## src/rtl/uart_pkg.sv

```systemverilog
// Shared UART definitions used by the receiver, the transmitter and the RX buffer.
// Entry layout is {ferr, perr, data}.
package uart_pkg;
  localparam int unsigned UART_DATA_W   = 8;
  localparam int unsigned RX_ENTRY_W    = 10;
  localparam int unsigned RX_ENTRY_PERR = 8;
  localparam int unsigned RX_ENTRY_FERR = 9;

  typedef struct packed {
    logic                   ferr;
    logic                   perr;
    logic [UART_DATA_W-1:0] data;
  } rx_entry_t;

  function automatic rx_entry_t make_entry(input logic [UART_DATA_W-1:0] data,
                                           input logic perr, input logic ferr);
    rx_entry_t e;
    e.ferr = ferr;
    e.perr = perr;
    e.data = data;
    return e;
  endfunction
endpackage

```

## src/rtl/uart_rx_fifo_if.sv

```systemverilog
// Byte-capture and consumer signals of the UART receive buffer.
// The master side is the receiver/consumer pair; the slave side is the buffer.
interface uart_rx_fifo_if #(
  parameter int unsigned DEPTH_LOG2 = 4
);
  import uart_pkg::*;

  logic [UART_DATA_W-1:0] rx_data;
  logic                   rx_data_rdy;
  logic                   parity_err;
  logic                   frm_err;
  logic                   rd_en;
  logic                   ovf_clr;
  logic [UART_DATA_W-1:0] dout;
  logic                   dout_perr;
  logic                   dout_ferr;
  logic                   empty;
  logic                   full;
  logic [DEPTH_LOG2:0]    count;
  logic                   overflow;

  modport master (
    output rx_data, rx_data_rdy, parity_err, frm_err, rd_en, ovf_clr,
    input  dout, dout_perr, dout_ferr, empty, full, count, overflow
  );

  modport slave (
    input  rx_data, rx_data_rdy, parity_err, frm_err, rd_en, ovf_clr,
    output dout, dout_perr, dout_ferr, empty, full, count, overflow
  );
endinterface

```

## src/rtl/uart_fifo_mem.sv

```systemverilog
// Simple dual-port storage: synchronous write, asynchronous read.
module uart_fifo_mem #(
  parameter int unsigned WIDTH  = 10,
  parameter int unsigned ADDR_W = 4
) (
  input  logic              clk,
  input  logic              we,
  input  logic [ADDR_W-1:0] waddr,
  input  logic [WIDTH-1:0]  wdata,
  input  logic [ADDR_W-1:0] raddr,
  output logic [WIDTH-1:0]  rdata_c
);
  localparam int unsigned DEPTH = 1 << ADDR_W;

  logic [WIDTH-1:0] mem [DEPTH];

  always_ff @(posedge clk) begin
    if (we) mem[waddr] <= wdata;
  end

  assign rdata_c = mem[raddr];
endmodule

```

## src/rtl/uart_rx_fifo.sv

```systemverilog
// FWFT receive buffer behind the UART receiver: stores bytes with their error tags,
// reports occupancy and keeps a sticky overflow flag.
module uart_rx_fifo
  import uart_pkg::*;
#(
  parameter int unsigned DEPTH_LOG2 = 4,
  parameter bit          DROP_ERR   = 1'b0
) (
  input logic           clk,
  input logic           rst,
  uart_rx_fifo_if.slave bus
);
  localparam int unsigned     CNT_W = DEPTH_LOG2 + 1;
  localparam logic [CNT_W-1:0] DEPTH = CNT_W'(2 ** DEPTH_LOG2);

  logic [DEPTH_LOG2-1:0] wr_ptr, rd_ptr, rd_ptr_nxt;
  logic [CNT_W-1:0]      count_q, count_nxt;
  logic                  empty_q, full_q, overflow_q;
  logic [RX_ENTRY_W-1:0] head_q, head_nxt, wdata, mem_rdata;
  logic                  drop, wr, rd, ovf_set;

  // Accept/pop decisions and next head; a write into an empty slot bypasses the memory.
  always_comb begin
    drop       = DROP_ERR && (bus.parity_err || bus.frm_err);
    rd         = bus.rd_en && !empty_q;
    wr         = bus.rx_data_rdy && !drop && (!full_q || rd);
    ovf_set    = bus.rx_data_rdy && !drop && full_q && !rd;
    wdata      = RX_ENTRY_W'(make_entry(bus.rx_data, bus.parity_err, bus.frm_err));
    rd_ptr_nxt = rd ? rd_ptr + DEPTH_LOG2'(1) : rd_ptr;
    count_nxt  = count_q + CNT_W'(wr) - CNT_W'(rd);
    head_nxt   = (wr && (rd_ptr_nxt == wr_ptr)) ? wdata : mem_rdata;
  end

  uart_fifo_mem #(
    .WIDTH  (RX_ENTRY_W),
    .ADDR_W (DEPTH_LOG2)
  ) u_mem (
    .clk     (clk),
    .we      (wr),
    .waddr   (wr_ptr),
    .wdata   (wdata),
    .raddr   (rd_ptr_nxt),
    .rdata_c (mem_rdata)
  );

  always_ff @(posedge clk or posedge rst) begin
    if (rst) begin
      wr_ptr     <= '0;
      rd_ptr     <= '0;
      count_q    <= '0;
      empty_q    <= 1'b1;
      full_q     <= 1'b0;
      overflow_q <= 1'b0;
      head_q     <= '0;
    end else begin
      if (wr) wr_ptr <= wr_ptr + DEPTH_LOG2'(1);
      rd_ptr     <= rd_ptr_nxt;
      count_q    <= count_nxt;
      empty_q    <= (count_nxt == '0);
      full_q     <= (count_nxt == DEPTH);
      overflow_q <= ovf_set || (overflow_q && !bus.ovf_clr);
      // Head keeps the last-read entry while the buffer is empty.
      if (count_nxt != '0) head_q <= head_nxt;
    end
  end

  assign bus.dout      = head_q[UART_DATA_W-1:0];
  assign bus.dout_perr = head_q[RX_ENTRY_PERR];
  assign bus.dout_ferr = head_q[RX_ENTRY_FERR];
  assign bus.empty     = empty_q;
  assign bus.full      = full_q;
  assign bus.count     = count_q;
  assign bus.overflow  = overflow_q;
endmodule

```

## src/flat_wrapper.sv

```systemverilog
// flat-port wrapper written by rule: the top's interface ports become plain ports
module uart_rx_fifo_flat import uart_pkg::*;
#(
  parameter int unsigned DEPTH_LOG2 = 4,
  parameter bit          DROP_ERR   = 1'b0
)
  (clk, rst, bus_rx_data, bus_rx_data_rdy, bus_parity_err, bus_frm_err, bus_rd_en, bus_ovf_clr, bus_dout, bus_dout_perr, bus_dout_ferr, bus_empty, bus_full, bus_count, bus_overflow);
  uart_rx_fifo_if #(.DEPTH_LOG2(DEPTH_LOG2)) bus_i ();
  input logic clk;
  input logic rst;
  input wire logic [$bits(bus_i.rx_data)-1:0] bus_rx_data;
  input wire logic [$bits(bus_i.rx_data_rdy)-1:0] bus_rx_data_rdy;
  input wire logic [$bits(bus_i.parity_err)-1:0] bus_parity_err;
  input wire logic [$bits(bus_i.frm_err)-1:0] bus_frm_err;
  input wire logic [$bits(bus_i.rd_en)-1:0] bus_rd_en;
  input wire logic [$bits(bus_i.ovf_clr)-1:0] bus_ovf_clr;
  output wire logic [$bits(bus_i.dout)-1:0] bus_dout;
  output wire logic [$bits(bus_i.dout_perr)-1:0] bus_dout_perr;
  output wire logic [$bits(bus_i.dout_ferr)-1:0] bus_dout_ferr;
  output wire logic [$bits(bus_i.empty)-1:0] bus_empty;
  output wire logic [$bits(bus_i.full)-1:0] bus_full;
  output wire logic [$bits(bus_i.count)-1:0] bus_count;
  output wire logic [$bits(bus_i.overflow)-1:0] bus_overflow;
  assign bus_i.rx_data = bus_rx_data;
  assign bus_i.rx_data_rdy = bus_rx_data_rdy;
  assign bus_i.parity_err = bus_parity_err;
  assign bus_i.frm_err = bus_frm_err;
  assign bus_i.rd_en = bus_rd_en;
  assign bus_i.ovf_clr = bus_ovf_clr;
  assign bus_dout = bus_i.dout;
  assign bus_dout_perr = bus_i.dout_perr;
  assign bus_dout_ferr = bus_i.dout_ferr;
  assign bus_empty = bus_i.empty;
  assign bus_full = bus_i.full;
  assign bus_count = bus_i.count;
  assign bus_overflow = bus_i.overflow;
  uart_rx_fifo #(.DEPTH_LOG2(DEPTH_LOG2), .DROP_ERR(DROP_ERR)) u_core (.clk(clk), .rst(rst), .bus(bus_i));
endmodule
```

## config.mk

```make
export PLATFORM = sky130hd
export DESIGN_NAME = uart_rx_fifo_flat
export DESIGN_NICKNAME = d
export VERILOG_FILES = /design/src/rtl/uart_pkg.sv /design/src/rtl/uart_rx_fifo_if.sv /design/src/rtl/uart_fifo_mem.sv /design/src/rtl/uart_rx_fifo.sv /design/src/flat_wrapper.sv
export SDC_FILE = /design/constraint.sdc
export NUM_CORES = 1
export LEC_CHECK = 0
export ABC_AREA = 1
export BUFFER_PORTS_ARGS = -buffer_cell sky130_fd_sc_hd__buf_2
export CORE_MARGIN = 2
export CORE_UTILIZATION = 40
export DETAILED_ROUTE_END_ITERATION = 10
export GPL_TIMING_DRIVEN = 0
export SETUP_SLACK_MARGIN = 0.3
export SLEW_MARGIN = 10
export SYNTH_ARGS = -nofsm -noshare
export SYNTH_HDL_FRONTEND = slang
export SYNTH_HIERARCHICAL = 1
export SYNTH_SLANG_ARGS = --single-unit
```

## constraint.sdc

```tcl
create_clock -name clk -period 3.16 [get_ports clk]
set_clock_uncertainty 0.05 [all_clocks]
set_input_delay 0.158 -clock clk [delete_from_list [all_inputs] [get_ports clk]]
set_output_delay 0.158 -clock clk [all_outputs]
set_load 0.1 [all_outputs]
```

==> results of run 1 <==
final timing paths:
| kind | start | to | slack (ns) | cells past startpoint |
|---|---|---|---|---|
| setup reg to reg | u_core/bus.empty$_DFF_PP1_ | u_core/head_q[1]$_DFFE_PP0P_ | 0.25 | 16 |
| max in group asynchronous | rst | u_core/bus.full$_DFF_PP0_ | 1.92 | 3 |
| min in group asynchronous | rst | u_core/head_q[8]$_DFFE_PP0P_ | 0.46 | 3 |
| hold reg to reg | u_core/head_q[9]$_DFFE_PP0P_ | u_core/head_q[9]$_DFFE_PP0P_ | 0.43 | 2 |
| hold / removal | bus_rx_data[4] | u_core/u_mem/mem[9][4]$_DFFE_PP_ | 0.11 | 1 |
| setup / recovery | u_core/bus.empty$_DFF_PP1_ | u_core/head_q[1]$_DFFE_PP0P_ | 0.25 | 16 |
registers in the layout, indices dropped and copies added, names as in the netlist:
register,count
u_core/bus.overflow,1
u_core/wr_ptr,4
u_core/head_q,10
u_core/bus.count,5
u_core/bus.empty,1
u_core/bus.full,1
u_core/rd_ptr,4
u_core/u_mem/mem,160
area by class of cell:
| type | instances | area [um^2] | area share, % |
|---|---|---|---|
| multi-input cells | 469 | 2320 | 23.5 |
| repair inverters | 1 | 7.51 | 0.0762 |
| plain buffers | 35 | 246 | 2.50 |
| clock inverters | 14 | 123 | 1.24 |
| clock buffers | 18 | 429 | 4.36 |
| repair buffers | 44 | 285 | 2.89 |
| inverters | 168 | 642 | 6.51 |
| well taps | 275 | 344 | 3.49 |
| flip-flops and latches | 186 | 5460 | 55.4 |
per-stage QoR:
stage	instances	setup WS (ns)	hold slack, ns
6_report	1210	0.248	0.107
4_1_cts	1201	0.311	0.0907
3_5_place_dp	1165	0.315	0.293
2_1_floorplan	858	0.272	0.147
5_1_grt	1210	0.154	0.105
3_3_place_gp	1165	0.336	0.286
what timing repair did:
action,CTS,global route
setup endpoints to repair,2,10
buffers inserted,0,7
hold buffers,4,0
resized for setup,0,24
hold endpoints to repair,27,0
cloned,0,2
pin swaps,1,17
placed cells by master (no fill, tap or decap), drive strengths merged, types with 2 or more instances in the layout:
master,n
a21oi,2
buf,69
clkbuf,24
clkinv,8
clkinvlp,5
dfrtp,25
dlygate4sd3,4
edfxtp,160
ha,7
inv,169
nand2,271
nand3,140
nand3b,3
nand4,11
nor2,22
o21ai,3
xnor2,3
xor2,4
cell usage after synthesis (all sizes together):
master and instances:
clkinv 2, xnor2 3, nor2 22, nor3 1, xor2 4, dfrtp 25
a21oi 2, fa 1, edfxtp 160, nand3b 3, nand4 11, buf 29
dfstp 1, inv 166, ha 7, nand2 271, clkbuf 6, nand3 140
o21bai 1, o21ai 3
kinds of logic after synthesis:
logic type | count (synthesis) | share of synthesized area, %
AND/OR/NAND/NOR | 448 | 23.2
flip-flops | 186 | 63.9
XOR/XNOR | 7 | 0.894
adder cells (fa/ha/maj) | 8 | 1.26
AO/OA/AOI/OAI | 6 | 0.425
buffers and inverters | 203 | 10.3
critical path: stages (launching register included):
cell	delay [ns]
dfstp_4	0.65
inv_4	0.04
nand2_4	0.07
nand2_4	0.05
nand2_4	0.08
ha_4	0.20
inv_2	0.06
ha_4	0.13
inv_2	0.04
fa_2	0.53
inv_2	0.05
nor3_4	0.18
nand2_2	0.10
nor2_4	0.21
clkinvlp_4	0.20
nand3_2	0.09
nand2_1	0.07
per-layer routing:
metal | GRT usage [%] | part of all wire [%]
met5 | 0 | 0
met3 | 4.15 | 5.5
met4 | 5.99 | 1.6
met2 | 30.2 | 49
met1 | 24.7 | 44
==> metrics.cfg, run 1 <==
[sta]
slew-limit-headroom_pct=31.6
setup_viol=0
rsz0062_at_grt=true
post-route-min-period_ns=2.91
final_max_slew_viol_count=0
setup_tns_ns=0
hold_viol=0
post-route-period-util_pct=92.2
max_freq_mhz=343
worst_pin_slew_ns=1.02

[route]
dr.pass1.iters=5
remaining_drc_errors=0
viasPerCell=4.78
avgRoutedWirePerCell_um=16.5
routed_wl_um=20000
antenna_left=0
vias=5784
drt_iter0_drc=459

[placed_design]
dp_hpwl_um=13300
postPlaceCellArea_um2=9080
routabilityCongestion=0.901
portBuffers=32

[layout]
area_growth_pct=15.4
nets=945
final_area_um2=9850
final_util_pct=47.0
fillCellCount=2004
layout-drive-gt1-share_pct=15.7
diodes=0

[critical_path]
worstSetupPathType=register to register
worstPathRequired_ns=3.43
start_kind=register
worstPathArrival_ns=3.18
critPathMaxFanout=5
cp-end-kind=register

[grt]
grt_max_degree=27
antenna_found_initial=0
grtUsageTotal_pct=18.5
first_global_vias=5517
grt_pass1_wl_um=30500
overflow=0

[clock_network]
tritoncts.num_buffers=17
clk_path_buf_depth=2
clk_latency_ns=0.44
clockRootBuffer=clkbuf_16
cts_tree=yes
cts_num_sinks=186
cts_max_level=4
cts.reportedPaths.clkPinSlew_ns=0.07

[synth]
synth.top_cell.area_share_pct=56.3
yosysTopAreaCell=edfxtp_1
synth-seq-cells=186
synth_cell_types=37
seq_area_frac_synth_pct=63.9
synth.avg_cell_area_um2=9.95
synth_area_um2=8540
synth_area_leaders=edfxtp_1 (56%), nand2_1 (12%), nand3_1 (8.0%)
ys_warn_count=6
syn_inst=858
syn_nets=881

[worst_hold_path]
hold_path_class=input port to register

[floorplan]
chipHeight_um=150
dieArea_um2=22500
ios=33
initial_utilization_pct=40.7
core_area_um2=21000
row_count=53
die_x_um=150

[outcome]
run_status=finished clean

[run]
drv_cap=0

Power of run 1 is not shown: default switching activity piles up to over one toggle a cycle in this logic, so the estimate is an artifact.
==> run 2, diff against run 1 <==
==> constraint.sdc (replaced) <==
create_clock -name clk -period 3.16 [get_ports clk]
set_clock_uncertainty 0.05 [all_clocks]
set_input_delay 0.79 -clock clk [delete_from_list [all_inputs] [get_ports clk]]
set_output_delay 0.79 -clock clk [all_outputs]
set_load 0.1 [all_outputs]
==> run 2 against run 1 <==
  * Fmax barely moved
  * Final cell count fell by 0.33%
  * Register-to-register slack barely moved
  * Final area fell by 0.41%
  * Count of clock-buffer cells in the layout did not move
  * Worst hold slack improved by 0.32 ns
  * Critical path type unchanged
  * Critical endpoint unchanged
==> metrics.cfg, run 2 (same netlist as run 1, synthesis figures left out) <==
[grt]
grt_pass1_wl_um=30400  ; -0.38%
grtUsageTotal_pct=18.4  ; -0.059 points
overflow=0  ; unchanged
antenna_found_initial=0  ; unchanged
first_global_vias=5487  ; -0.54%
use_met2_pct=30.0  ; -0.11 points
busiest_layer=met2
grt_max_degree=27  ; unchanged
grt.met3_usage_pct=4.15  ; unchanged
gr-usage-met1_pct=24.6  ; -0.080 points

[floorplan]
ios=33  ; unchanged
die_x_um=150  ; unchanged
dieArea_um2=22500  ; unchanged
initial_utilization_pct=40.7  ; unchanged
core_area_um2=21000  ; unchanged
chipHeight_um=150  ; unchanged
row_count=53  ; unchanged

[sta]
setup_viol=0  ; unchanged
post-route-period-util_pct=92.1  ; about the same
hold_viol=0  ; unchanged
max_freq_mhz=344  ; about the same
rsz0062_at_grt=true
final_max_slew_viol_count=0  ; unchanged
setup_tns_ns=0  ; unchanged
post-route-min-period_ns=2.91  ; -0.00194 ns
slew-limit-headroom_pct=31.5  ; -0.17 points
worst_pin_slew_ns=1.02  ; +0.00253 ns

[clock_network]
cts_hold_buf=0  ; -4
cts_num_sinks=186  ; unchanged
clockRootBuffer=clkbuf_16
clk_path_buf_depth=2  ; unchanged
cts.reportedPaths.clkPinSlew_ns=0.07  ; about the same
tritoncts.num_buffers=17  ; unchanged
cts_max_level=4  ; unchanged
clk_latency_ns=0.43  ; about the same
cts_tree=yes

[route]
routed_wl_um=20000  ; -0.22%
vias=5777  ; -0.12%
viasPerCell=4.79  ; +0.21%
remaining_drc_errors=0  ; unchanged
antenna_left=0  ; unchanged
drt_iter0_drc=459  ; unchanged
dr.pass1.iters=4  ; -1
avgRoutedWirePerCell_um=16.5  ; +0.11%

[layout]
final_common_cell=nand2_1
final_area_um2=9810  ; -0.41%
area_growth_pct=15.0
largest_reg_flops=160  ; unchanged
fillCellCount=2005  ; +0.050%
nets=941  ; -0.42%
diodes=0  ; unchanged
layout-drive-gt1-share_pct=15.8  ; +0.068 points
top_register=u_core/u_mem/mem
layout_common_cells=nand2_1 (258), edfxtp_1 (160), inv_1 (158), nand3_1 (128), buf_2 (48)

[placed_design]
dp_hpwl_um=13300  ; unchanged
portBuffers=32  ; unchanged
routabilityCongestion=0.901  ; unchanged
postPlaceCellArea_um2=9080  ; unchanged

[critical_path]
worstPathArrival_ns=3.18  ; about the same
start_kind=register
rrSetupSlack_ns=0.25  ; about the same
worstSetupPathType=register to register
worstPathRequired_ns=3.43  ; about the same
startpoint=u_core/bus.empty$_DFF_PP1_
rr_worst_depth=16  ; unchanged
cp-end-kind=register
r2r-end=u_core/head_q[1]$_DFFE_PP0P_
crit_end=u_core/head_q[1]$_DFFE_PP0P_
critPathMaxFanout=5  ; unchanged
r2r_start=u_core/bus.empty$_DFF_PP1_

[run]
drv_cap=0  ; unchanged

[worst_hold_path]
hold_path_class=register to register

[outcome]
run_status=finished clean

-- run 2: cell count changes in the layout (fill, tap and decap cells not counted), sizes merged --
cell | previous run | this run
dlygate4sd3 | 4 | 0
-- run 2: final cells by class --
type / count / area (um^2) / share of cell area [%]
flip-flops and latches: 186 / 5460 / 55.6
repair buffers: 40 / 245 / 2.50
well taps: 275 / 344 / 3.51
repair inverters: 1 / 7.51 / 0.0765
clock inverters: 14 / 123 / 1.25
inverters: 168 / 642 / 6.54
multi-input cells: 469 / 2320 / 23.6
clock buffers: 18 / 429 / 4.37
plain buffers: 35 / 246 / 2.51
-- run 2: metal layers --
layer	share of wire [%]	wire, um	vias to the layer above
met2	49	9810	118
met1	44	8870	2773
met5	0	0	-
met3	4.8	954	25
li1	-	-	2861
met4	1.6	315	0
-- run 2: critical path: stages (launching register included) --
cell and delay [ns]:
dfstp_4 0.65, inv_4 0.04, nand2_4 0.07, nand2_4 0.05
nand2_4 0.08, ha_4 0.20, inv_2 0.06, ha_4 0.13
inv_2 0.04, fa_2 0.53, inv_2 0.05, nor3_4 0.18
nand2_2 0.10, nor2_4 0.20, clkinvlp_4 0.20, nand3_2 0.09
nand2_1 0.07
-- run 2: timing repair --
| item | 4_1_cts | 5_1_grt |
|---|---|---|
| gates resized for setup | 0 | 24 |
| pin swaps | 1 | 17 |
| endpoints found under the hold margin | 0 | 0 |
| gates cloned | 0 | 2 |
| setup buffers | 0 | 7 |
| endpoints found under the setup margin | 2 | 10 |
-- run 2: worst min path at each step --
stage | endpoint | from | depth (start not counted)
after global routing | u_core/head_q[9]$_DFFE_PP0P_ | u_core/head_q[9]$_DFFE_PP0P_ | 2
after global placement | u_core/head_q[9]$_DFFE_PP0P_ | u_core/head_q[9]$_DFFE_PP0P_ | 2
after CTS | u_core/head_q[9]$_DFFE_PP0P_ | u_core/head_q[9]$_DFFE_PP0P_ | 2
after detailed placement | u_core/head_q[9]$_DFFE_PP0P_ | u_core/head_q[9]$_DFFE_PP0P_ | 2
after floorplan | u_core/rd_ptr[1]$_DFF_PP0_ | u_core/rd_ptr[1]$_DFF_PP0_ | 2
final | u_core/head_q[9]$_DFFE_PP0P_ | u_core/head_q[9]$_DFFE_PP0P_ | 2
-- run 2: per-stage QoR --
step | hold WS, ns | worst slack (ns) | utilization [%] | instances
global placement | 0.406 | 0.0879 | 43.3 | 1165
detailed placement | 0.403 | 0.0666 | 43.3 | 1165
global route | 0.457 | 0.153 | 46.8 | 1206
CTS | 0.420 | 0.311 | 46.0 | 1197
finish | 0.430 | 0.250 | 46.8 | 1206
floorplan | 0.482 | 0.272 | - | 858
Power of run 2 is left out for the same reason.
